===== src/rtl/sram_port_arbiter.sv =====
// Round-robin arbiter sharing one Avalon SRAM master between pixel fetch
// (client 0) and result writeback (client 1).
module sram_port_arbiter #(
  parameter int ADDR_W     = 32,
  parameter int DATA_W     = 32,
  parameter int WR_WAIT    = 2,
  parameter int RD_TIMEOUT = 16
) (
  input  logic              clk,
  input  logic              n_rst,
  input  logic              req0,
  input  logic              we0,
  input  logic [ADDR_W-1:0] addr0,
  input  logic [DATA_W-1:0] wdata0,
  input  logic              req1,
  input  logic              we1,
  input  logic [ADDR_W-1:0] addr1,
  input  logic [DATA_W-1:0] wdata1,
  output logic              ack0,
  output logic              ack1,
  output logic [DATA_W-1:0] rdata,
  output logic              err,
  output logic              busy,
  input  logic              dataready,
  input  logic [DATA_W-1:0] readdata,
  output logic              readen,
  output logic              writen,
  output logic [ADDR_W-1:0] inaddr,
  output logic [DATA_W-1:0] wdata
);

  typedef enum logic [2:0] {
    IDLE,
    ISSUE,
    WAIT_RD,
    WAIT_WR,
    DONE
  } state_t;

  localparam int CMAX =
    (RD_TIMEOUT > WR_WAIT) ? RD_TIMEOUT : WR_WAIT;
  localparam int CNT_W = $clog2(CMAX + 1);
  localparam logic [CNT_W-1:0] RD_LAST =
    CNT_W'(RD_TIMEOUT - 1);
  localparam logic [CNT_W-1:0] WR_LAST =
    CNT_W'(WR_WAIT - 1);

  state_t            state;
  state_t            nxt;
  logic [CNT_W-1:0]  cnt;
  logic              we_l;
  logic              gnt_l;
  logic              err_l;
  logic              last_grant;
  logic [ADDR_W-1:0] addr_l;
  logic [DATA_W-1:0] wdata_l;
  logic [DATA_W-1:0] rdata_l;
  logic              any_req;
  logic              win1;

  assign any_req = req0 | req1;
  // Client 1 wins only if alone, or on a tie when client 0 went last.
  assign win1 = req1 & (~req0 | ~last_grant);

  always_ff @(posedge clk or negedge n_rst) begin
    if (!n_rst) begin
      state <= IDLE;
    end else begin
      state <= nxt;
    end
  end

  always_comb begin
    nxt = state;
    unique case (state)
      IDLE: begin
        if (any_req) nxt = ISSUE;
      end
      ISSUE: begin
        nxt = we_l ? WAIT_WR : WAIT_RD;
      end
      WAIT_RD: begin
        if (dataready || cnt == RD_LAST) nxt = DONE;
      end
      WAIT_WR: begin
        if (cnt == WR_LAST) nxt = DONE;
      end
      DONE: begin
        nxt = IDLE;
      end
      default: begin
        nxt = IDLE;
      end
    endcase
  end

  always_ff @(posedge clk or negedge n_rst) begin
    if (!n_rst) begin
      gnt_l   <= 1'b0;
      we_l    <= 1'b0;
      addr_l  <= '0;
      wdata_l <= '0;
    end else if (state == IDLE && any_req) begin
      gnt_l <= win1;
      unique case (1'b1)
        win1: begin
          we_l    <= we1;
          addr_l  <= addr1;
          wdata_l <= wdata1;
        end
        default: begin
          we_l    <= we0;
          addr_l  <= addr0;
          wdata_l <= wdata0;
        end
      endcase
    end
  end

  // One counter serves both the write wait and the read timeout.
  always_ff @(posedge clk or negedge n_rst) begin
    if (!n_rst) begin
      cnt <= '0;
    end else begin
      unique case (state)
        ISSUE:   cnt <= '0;
        WAIT_RD: cnt <= cnt + 1'b1;
        WAIT_WR: cnt <= cnt + 1'b1;
        default: cnt <= cnt;
      endcase
    end
  end

  always_ff @(posedge clk or negedge n_rst) begin
    if (!n_rst) begin
      err_l   <= 1'b0;
      rdata_l <= '0;
    end else if (state == ISSUE) begin
      err_l <= 1'b0;
    end else if (state == WAIT_RD) begin
      if (dataready) begin
        rdata_l <= readdata;
        err_l   <= 1'b0;
      end else if (cnt == RD_LAST) begin
        err_l <= 1'b1;
      end
    end
  end

  always_ff @(posedge clk or negedge n_rst) begin
    if (!n_rst) begin
      last_grant <= 1'b1;
    end else if (state == DONE) begin
      last_grant <= gnt_l;
    end
  end

  assign readen = (state == ISSUE) & ~we_l;
  assign writen = (state == ISSUE) & we_l;
  assign ack0   = (state == DONE) & ~gnt_l;
  assign ack1   = (state == DONE) & gnt_l;
  assign err    = (state == DONE) & err_l;
  assign busy   = (state != IDLE);
  assign inaddr = addr_l;
  assign wdata  = wdata_l;
  assign rdata  = rdata_l;

endmodule

===== config.mk =====
export PLATFORM = sky130hd
export DESIGN_NAME = sram_port_arbiter
export DESIGN_NICKNAME = d
export VERILOG_FILES = /design/src/rtl/sram_port_arbiter.sv
export SDC_FILE = /design/constraint.sdc
export NUM_CORES = 1
export LEC_CHECK = 0
export ABC_AREA = 1
export CAP_MARGIN = 0
export CORE_ASPECT_RATIO = 1.25
export CORE_MARGIN = 2
export CORE_UTILIZATION = 42
export DETAILED_ROUTE_END_ITERATION = 10
export GPL_TIMING_DRIVEN = 0
export PLACE_DENSITY = 0.86
export REMOVE_ABC_BUFFERS = 1
export SLEW_MARGIN = 20
export SYNTH_ARGS = -nofsm -noshare
export SYNTH_HDL_FRONTEND = slang
export SYNTH_SLANG_ARGS = --single-unit

===== constraint.sdc =====
create_clock -name clk -period 2.44 [get_ports clk]
set_input_delay 0.732 -clock clk [delete_from_list [all_inputs] [get_ports clk]]
set_output_delay 0.732 -clock clk [all_outputs]
set_load 0.05 [all_outputs]

==> results of run 1 <==
## cells by family after synthesis
logic type | Yosys count
AOI/OAI and AO/OA | 139
xor gates and xnor gates | 1
adders and majority gates | 3
buffers and inverters | 52
DFF | 108
and+or+nand+nor | 268
## layout make-up
cell class | instances | share of cell area [%]
clock buffer | 13 | 3.15
clock inverter | 3 | 0.583
inverter | 14 | 0.788
multi-input combinational | 413 | 25.2
sequential | 108 | 34.1
tap | 138 | 2.17
timing repair buffer | 269 | 34.0
## where the power goes
part	internal [uW]	switching (uW)
Sequential	2660	524
Clock	828	633
Combinational	2320	4920
## metal layers
layer,wire [microns],up-vias,part of all wire [%]
li1,-,2361,-
met1,5720,2341,36
met2,8140,242,52
met3,1410,34,9.0
met4,423,0,2.7
met5,0,-,0
## synth_stat cells
library cell | n | share of area, %
nand2_4 | 1 | 0.23
nand2_1 | 142 | 11
nor3_4 | 1 | 0.33
o21ai_0 | 35 | 3.5
xor2_1 | 1 | 0.18
nor2_4 | 1 | 0.23
buf_6 | 14 | 3.2
inv_1 | 10 | 0.75
a21oi_1 | 1 | 0.10
nand2_2 | 1 | 0.13
dfstp_2 | 1 | 0.53
nor2_1 | 82 | 6.2
nand3_1 | 39 | 3.9
o21bai_1 | 1 | 0.15
buf_1 | 1 | 0.075
buf_2 | 8 | 0.81
clkbuf_1 | 15 | 1.1
o22ai_1 | 3 | 0.38
o21ai_1 | 70 | 7.0
inv_2 | 4 | 0.30
dfrtp_1 | 107 | 54
o21ai_2 | 29 | 5.1
nor2_8 | 1 | 0.40
ha_1 | 3 | 0.75
## flip-flops by register name, summed over array words and instances (netlist names)
register,flops
wdata,32
inaddr,32
rdata,32
last_grant,1
state,3
cnt,5
err_l,1
we_l,1
gnt_l,1
## per-stage QoR
step	hold slack, ps	TNS (ps)
6_report	276	0
5_1_grt	282	0
4_1_cts	274	0
3_5_place_dp	459	-72220
3_3_place_gp	453	-531140
2_1_floorplan	436	-36060
## worst max-delay path by stage
stage           endpoint  slack [ps]  cells past startpoint
5_1_grt        wdata[19]          40                      6
6_report          writen         130                      4
4_1_cts           writen          40                      4
3_3_place_gp   inaddr[0]       -3410                      1
2_1_floorplan  wdata[10]        -560                      5
3_5_place_dp    wdata[3]        -810                      6
## worst register-to-register path: stages (launching register included)
cell	delay (ps)
dfrtp_1	470
inv_2	130
nor3_4	600
nand2_2	570
nand2_1	220
nand2_1	80
## repair_timing
item	4_1_cts	5_1_grt
hold buffers	0	0
pin swaps	2	0
endpoints found under the setup margin	105	37
gates resized for setup	36	6
cloned	2	0
==> impl_metrics.py, run 1 <==
metrics = {
    "status": {
        "outcome": "completed",
    },
    "layout": {
        "design_area_sq_um": 7940,
        "fin_util_pct": 68.7,
        "syn2layout_area_growth_pct": 59.7,
        "nets": 985,
        "n_fill_cell": 861,
        "multi_input_area_sq_um": 2000,
        "final_cell_mix": "clkdlybuf4s50_1 (260), nand2_1 (141), dfrtp_1 (105), nor2_1 (81), o21ai_1 (70)",
        "seqCellArea_sq_um": 2710,
        "stdcell_count": 958,
        "diodes": 0,
        "final_common_cell": "clkdlybuf4s50_1",
        "drive_gt1_share_pct": 8.17,
    },
    "worst_setup_path": {
        "regToRegSetupSlack_ps": 250,
        "startpoint": "state[2]",
        "reg2reg_from": "state[1]",
        "crit_chain": "inv_2 > nand3_1 > nor2_1 > clkbuf_4",
        "crit_arrival_ps": 1580,
        "crit_path_end_kind": "output port",
        "cp-start-kind": "flop",
        "critical_path_buf_inv_count": 2,
        "criticalPathCategory": "reg -> out",
        "crit_path_top_delay_cell": "dfrtp_2",
        "reg2reg_depth": 5,
        "regToRegEndpoint": "rdata[1]",
        "path_max_fanout": 6,
        "required_ps": 1710,
        "cp_slowest_stage_delay_ps": 490,
        "crit_family": "flip-flops",
    },
    "logic_synthesis": {
        "synthesis.instances": 571,
        "synth_fa_ha_area_share_pct": 0.755,
        "ys_ff_latch": 108,
        "synth_cell_types": 24,
        "synthesis.area_sq_um": 4970,
        "synth_top_family_by_area": "simple AND/OR/NAND/NOR gates",
        "ys_seq_area_share_pct": 54.4,
        "yosys_warnings": 0,
        "muxShareOfSynthArea_pct": 0,
        "synthXorXnorAreaFrac_pct": 0.176,
        "synth-simple-area-share_pct": 22.1,
        "synth_compound_area_share_pct": 16.3,
        "syn_avg_cell_area_sq_um": 8.71,
    },
    "die": {
        "start_util_pct": 43.0,
        "core-area_sq_um": 11600,
        "die_h_microns": 126,
        "ios": 269,
        "rows": 44,
        "die_x_microns": 101,
        "dieArea_sq_um": 12700,
    },
    "sta": {
        "fin_crit_ps": 2310,
        "relSlewSlack_pct": 47.3,
        "max_freq_ghz": 0.432,
        "worst_pin_slew_ps": 789,
        "hold_viol_final": 0,
        "final.setup_skew_ps": 7.90,
        "worst_slack_ps": 126,
        "rsz0062_at_grt": "no",
        "setup-violations-final": 0,
        "maxSlewViolCount": 0,
        "finalCritPeriodShare_pct": 94.8,
    },
    "drt": {
        "drc": 0,
        "first_pass_iters": 5,
        "post_drt_wl_per_cell_microns": 16.4,
        "viasPerCell": 5.20,
        "wl_microns": 15700,
        "drtIter0Drc": 163,
        "num_vias": 4978,
        "final_antenna_net_count": 0,
    },
    "pwr": {
        "power.leakage_uw": 0.00347,
        "p_per_area_nw_per_um2": 1500,
        "vdd_drop_max_uv": 823,
        "power.total_uw": 11900,
    },
    "grt": {
        "grt_pass1_vias": 5029,
        "overflow": 0,
        "use_met1_pct": 27.9,
        "grt.met2_usage_pct": 44.0,
        "grt_max_degree": 77,
        "grt_pass1_wl_microns": 24700,
        "grtUsageMet3_pct": 5.99,
        "top_usage_layer": "met2",
        "grtUsageTotal_pct": 24.7,
        "antenna_found_initial": 0,
    },
    "placement": {
        "place_congestion": 0.799,
        "port_buffers": 268,
        "placedCellCount": 940,
        "dpl_cell_area_sq_um": 7610,
        "dp_hpwl_microns": 10800,
        "place_worst_setup_slack_ps": -811,
    },
    "clocking": {
        "cts_tree": "built",
        "cts_buffers": 9,
        "cts_buffer_depth": 2,
        "h-tree-depth": 3,
        "post_cts_buffers": 0,
        "clkLatencyLatePin_ps": 340,
        "cts_sinks": 108,
        "path_clk_slew_ps": 70,
        "cts-root-buf": "clkbuf_16",
    },
    "worst_hold_path": {
        "hp-class": "in -> async",
    },
    "run": {
        "cap_violations": 0,
    },
}
No activity file was read; power rests on OpenSTA's default activity.
==> run 2: changes to the inputs <==
Settings changed: CAP_MARGIN 0 to default, TNS_END_PERCENT from default to 30.
==> impl_metrics.py, run 2 (synthesized netlist as in run 1, its figures left out) <==
metrics = {
    "worst_setup_path": {
        "cp-start-kind": "flop",
        "path_max_fanout": 6,
        "required_ps": 1710,
        "crit_arrival_ps": 1640,
        "crit_path_end_kind": "output port",
        "crit_chain": "inv_2 > nand2_4 > clkdlybuf4s15_1",
        "criticalPathCategory": "reg -> out",
        "cp_slowest_stage_delay_ps": 540,
        "crit_path_top_delay_cell": "clkdlybuf4s15_1",
    },
    "layout": {
        "nets": 985,
        "diodes": 0,
        "design_area_sq_um": 7930,
        "final_cell_mix": "clkdlybuf4s50_1 (260), nand2_1 (141), dfrtp_1 (107), nor2_1 (81), o21ai_1 (70)",
        "syn2layout_area_growth_pct": 59.4,
        "drive_gt1_share_pct": 7.80,
        "n_fill_cell": 863,
        "final_common_cell": "clkdlybuf4s50_1",
    },
    "clocking": {
        "clkLatencyLatePin_ps": 340,
        "cts_buffers": 9,
        "path_clk_slew_ps": 80,
        "post_cts_buffers": 0,
        "cts_sinks": 108,
        "cts-root-buf": "clkbuf_16",
        "h-tree-depth": 3,
        "cts_tree": "built",
        "cts_buffer_depth": 2,
    },
    "sta": {
        "rsz0062_at_grt": "no",
        "finalCritPeriodShare_pct": 97.4,
        "worst_slack_ps": 64.0,
        "max_freq_ghz": 0.421,
        "relSlewSlack_pct": 48.4,
        "fin_crit_ps": 2380,
        "worst_pin_slew_ps": 772,
        "maxSlewViolCount": 0,
        "hold_viol_final": 0,
        "final.setup_skew_ps": 9.85,
        "setup-violations-final": 0,
    },
    "placement": {
        "place_congestion": 0.799,
        "dp_hpwl_microns": 10800,
        "port_buffers": 268,
        "place_worst_setup_slack_ps": -811,
        "dpl_cell_area_sq_um": 7610,
    },
    "drt": {
        "viasPerCell": 5.16,
        "num_vias": 4945,
        "post_drt_wl_per_cell_microns": 16.2,
        "first_pass_iters": 4,
        "drc": 0,
        "final_antenna_net_count": 0,
        "drtIter0Drc": 166,
        "wl_microns": 15500,
    },
    "worst_hold_path": {
        "hp-class": "in -> async",
    },
    "die": {
        "dieArea_sq_um": 12700,
        "rows": 44,
        "die_h_microns": 126,
        "ios": 269,
        "start_util_pct": 43.0,
        "die_x_microns": 101,
        "core-area_sq_um": 11600,
    },
    "grt": {
        "grt_pass1_vias": 4990,
        "grt.met2_usage_pct": 43.4,
        "use_met1_pct": 27.8,
        "grtUsageMet3_pct": 5.88,
        "overflow": 0,
        "antenna_found_initial": 0,
        "grtUsageTotal_pct": 24.4,
        "grt_max_degree": 77,
        "grt_pass1_wl_microns": 24500,
        "top_usage_layer": "met2",
    },
    "pwr": {
        "power.total_uw": 11900,
        "vdd_drop_max_uv": 823,
        "power.leakage_uw": 0.00348,
        "p_per_area_nw_per_um2": 1500,
    },
    "status": {
        "outcome": "completed",
    },
    "run": {
        "cap_violations": 0,
    },
}
## run 2: cell types whose count changed in the layout (fill, tap and decap cells not counted), moves of 2 or more
| cell | delta |
|---|---|
| buf_2 | +4 |
| clkbuf_4 | -3 |
| clkdlybuf4s15_2 | -2 |
| dfrtp_1 | +2 |
| dfrtp_2 | -2 |
## run 2: what timing repair did
action,4_1_cts,5_1_grt
gates resized for setup,24,11
cloned,1,0
endpoints found under the setup margin,105,39
hold buffers,0,0
endpoints found under the hold margin,0,0
pin swaps,1,0
## run 2: power by group
group	switching, uW	internal (uW)	leakage (uW)
sequential	505	2660	0.00133
combinational	4910	2320	0.00201
clock	634	828	0.000140
## run 2: final timing paths
path | slack (ps) | end | cells past startpoint | from
max | 60 | busy | 3 | state[2]
min | 270 | inaddr[24] | 1 | n_rst
max reg2reg | 500 | inaddr[15] | 6 | state[0]
min reg2reg | 470 | rdata[14] | 2 | rdata[14]
max in group asynchronous | 1490 | wdata[9] | 2 | n_rst
min in group clk | 470 | rdata[14] | 2 | rdata[14]
## run 2: area by class of cell
cell class / count / area, sq um / area share, %
Clock buffer: 13 / 250 / 3.16
Clock inverter: 3 / 46.3 / 0.584
Inverter: 14 / 62.6 / 0.789
Multi-Input combinational cell: 412 / 1990 / 25.1
Sequential cell: 108 / 2700 / 34.1
Tap cell: 138 / 173 / 2.18
Timing Repair Buffer: 270 / 2700 / 34.0
## run 2: per-layer routing
metal | part of all wire (%) | vias to the layer above
li1 | - | 2363
met1 | 38 | 2312
met2 | 51 | 238
met3 | 8.5 | 32
met4 | 2.6 | 0
met5 | 0 | -
## run 2: worst max-delay path, delay by kind of cell (launching register included)
| family | cells | cell delay, ps |
|---|---|---|
| AND/OR/NAND/NOR | 1 | 160 |
| flip-flops | 1 | 490 |
| buffers and inverters | 2 | 660 |
## run 2: metrics by stage
stage                     setup TNS [ps]  cells  util (%)  hold slack (ps)
final                                  0    958      68.5              275
after global routing                   0    958      68.5              282
after CTS                              0    957      68.7              274
after detailed placement          -72220    940      65.8              459
after global placement           -531140    939      65.5              453
after floorplan                   -36060    533         -              436
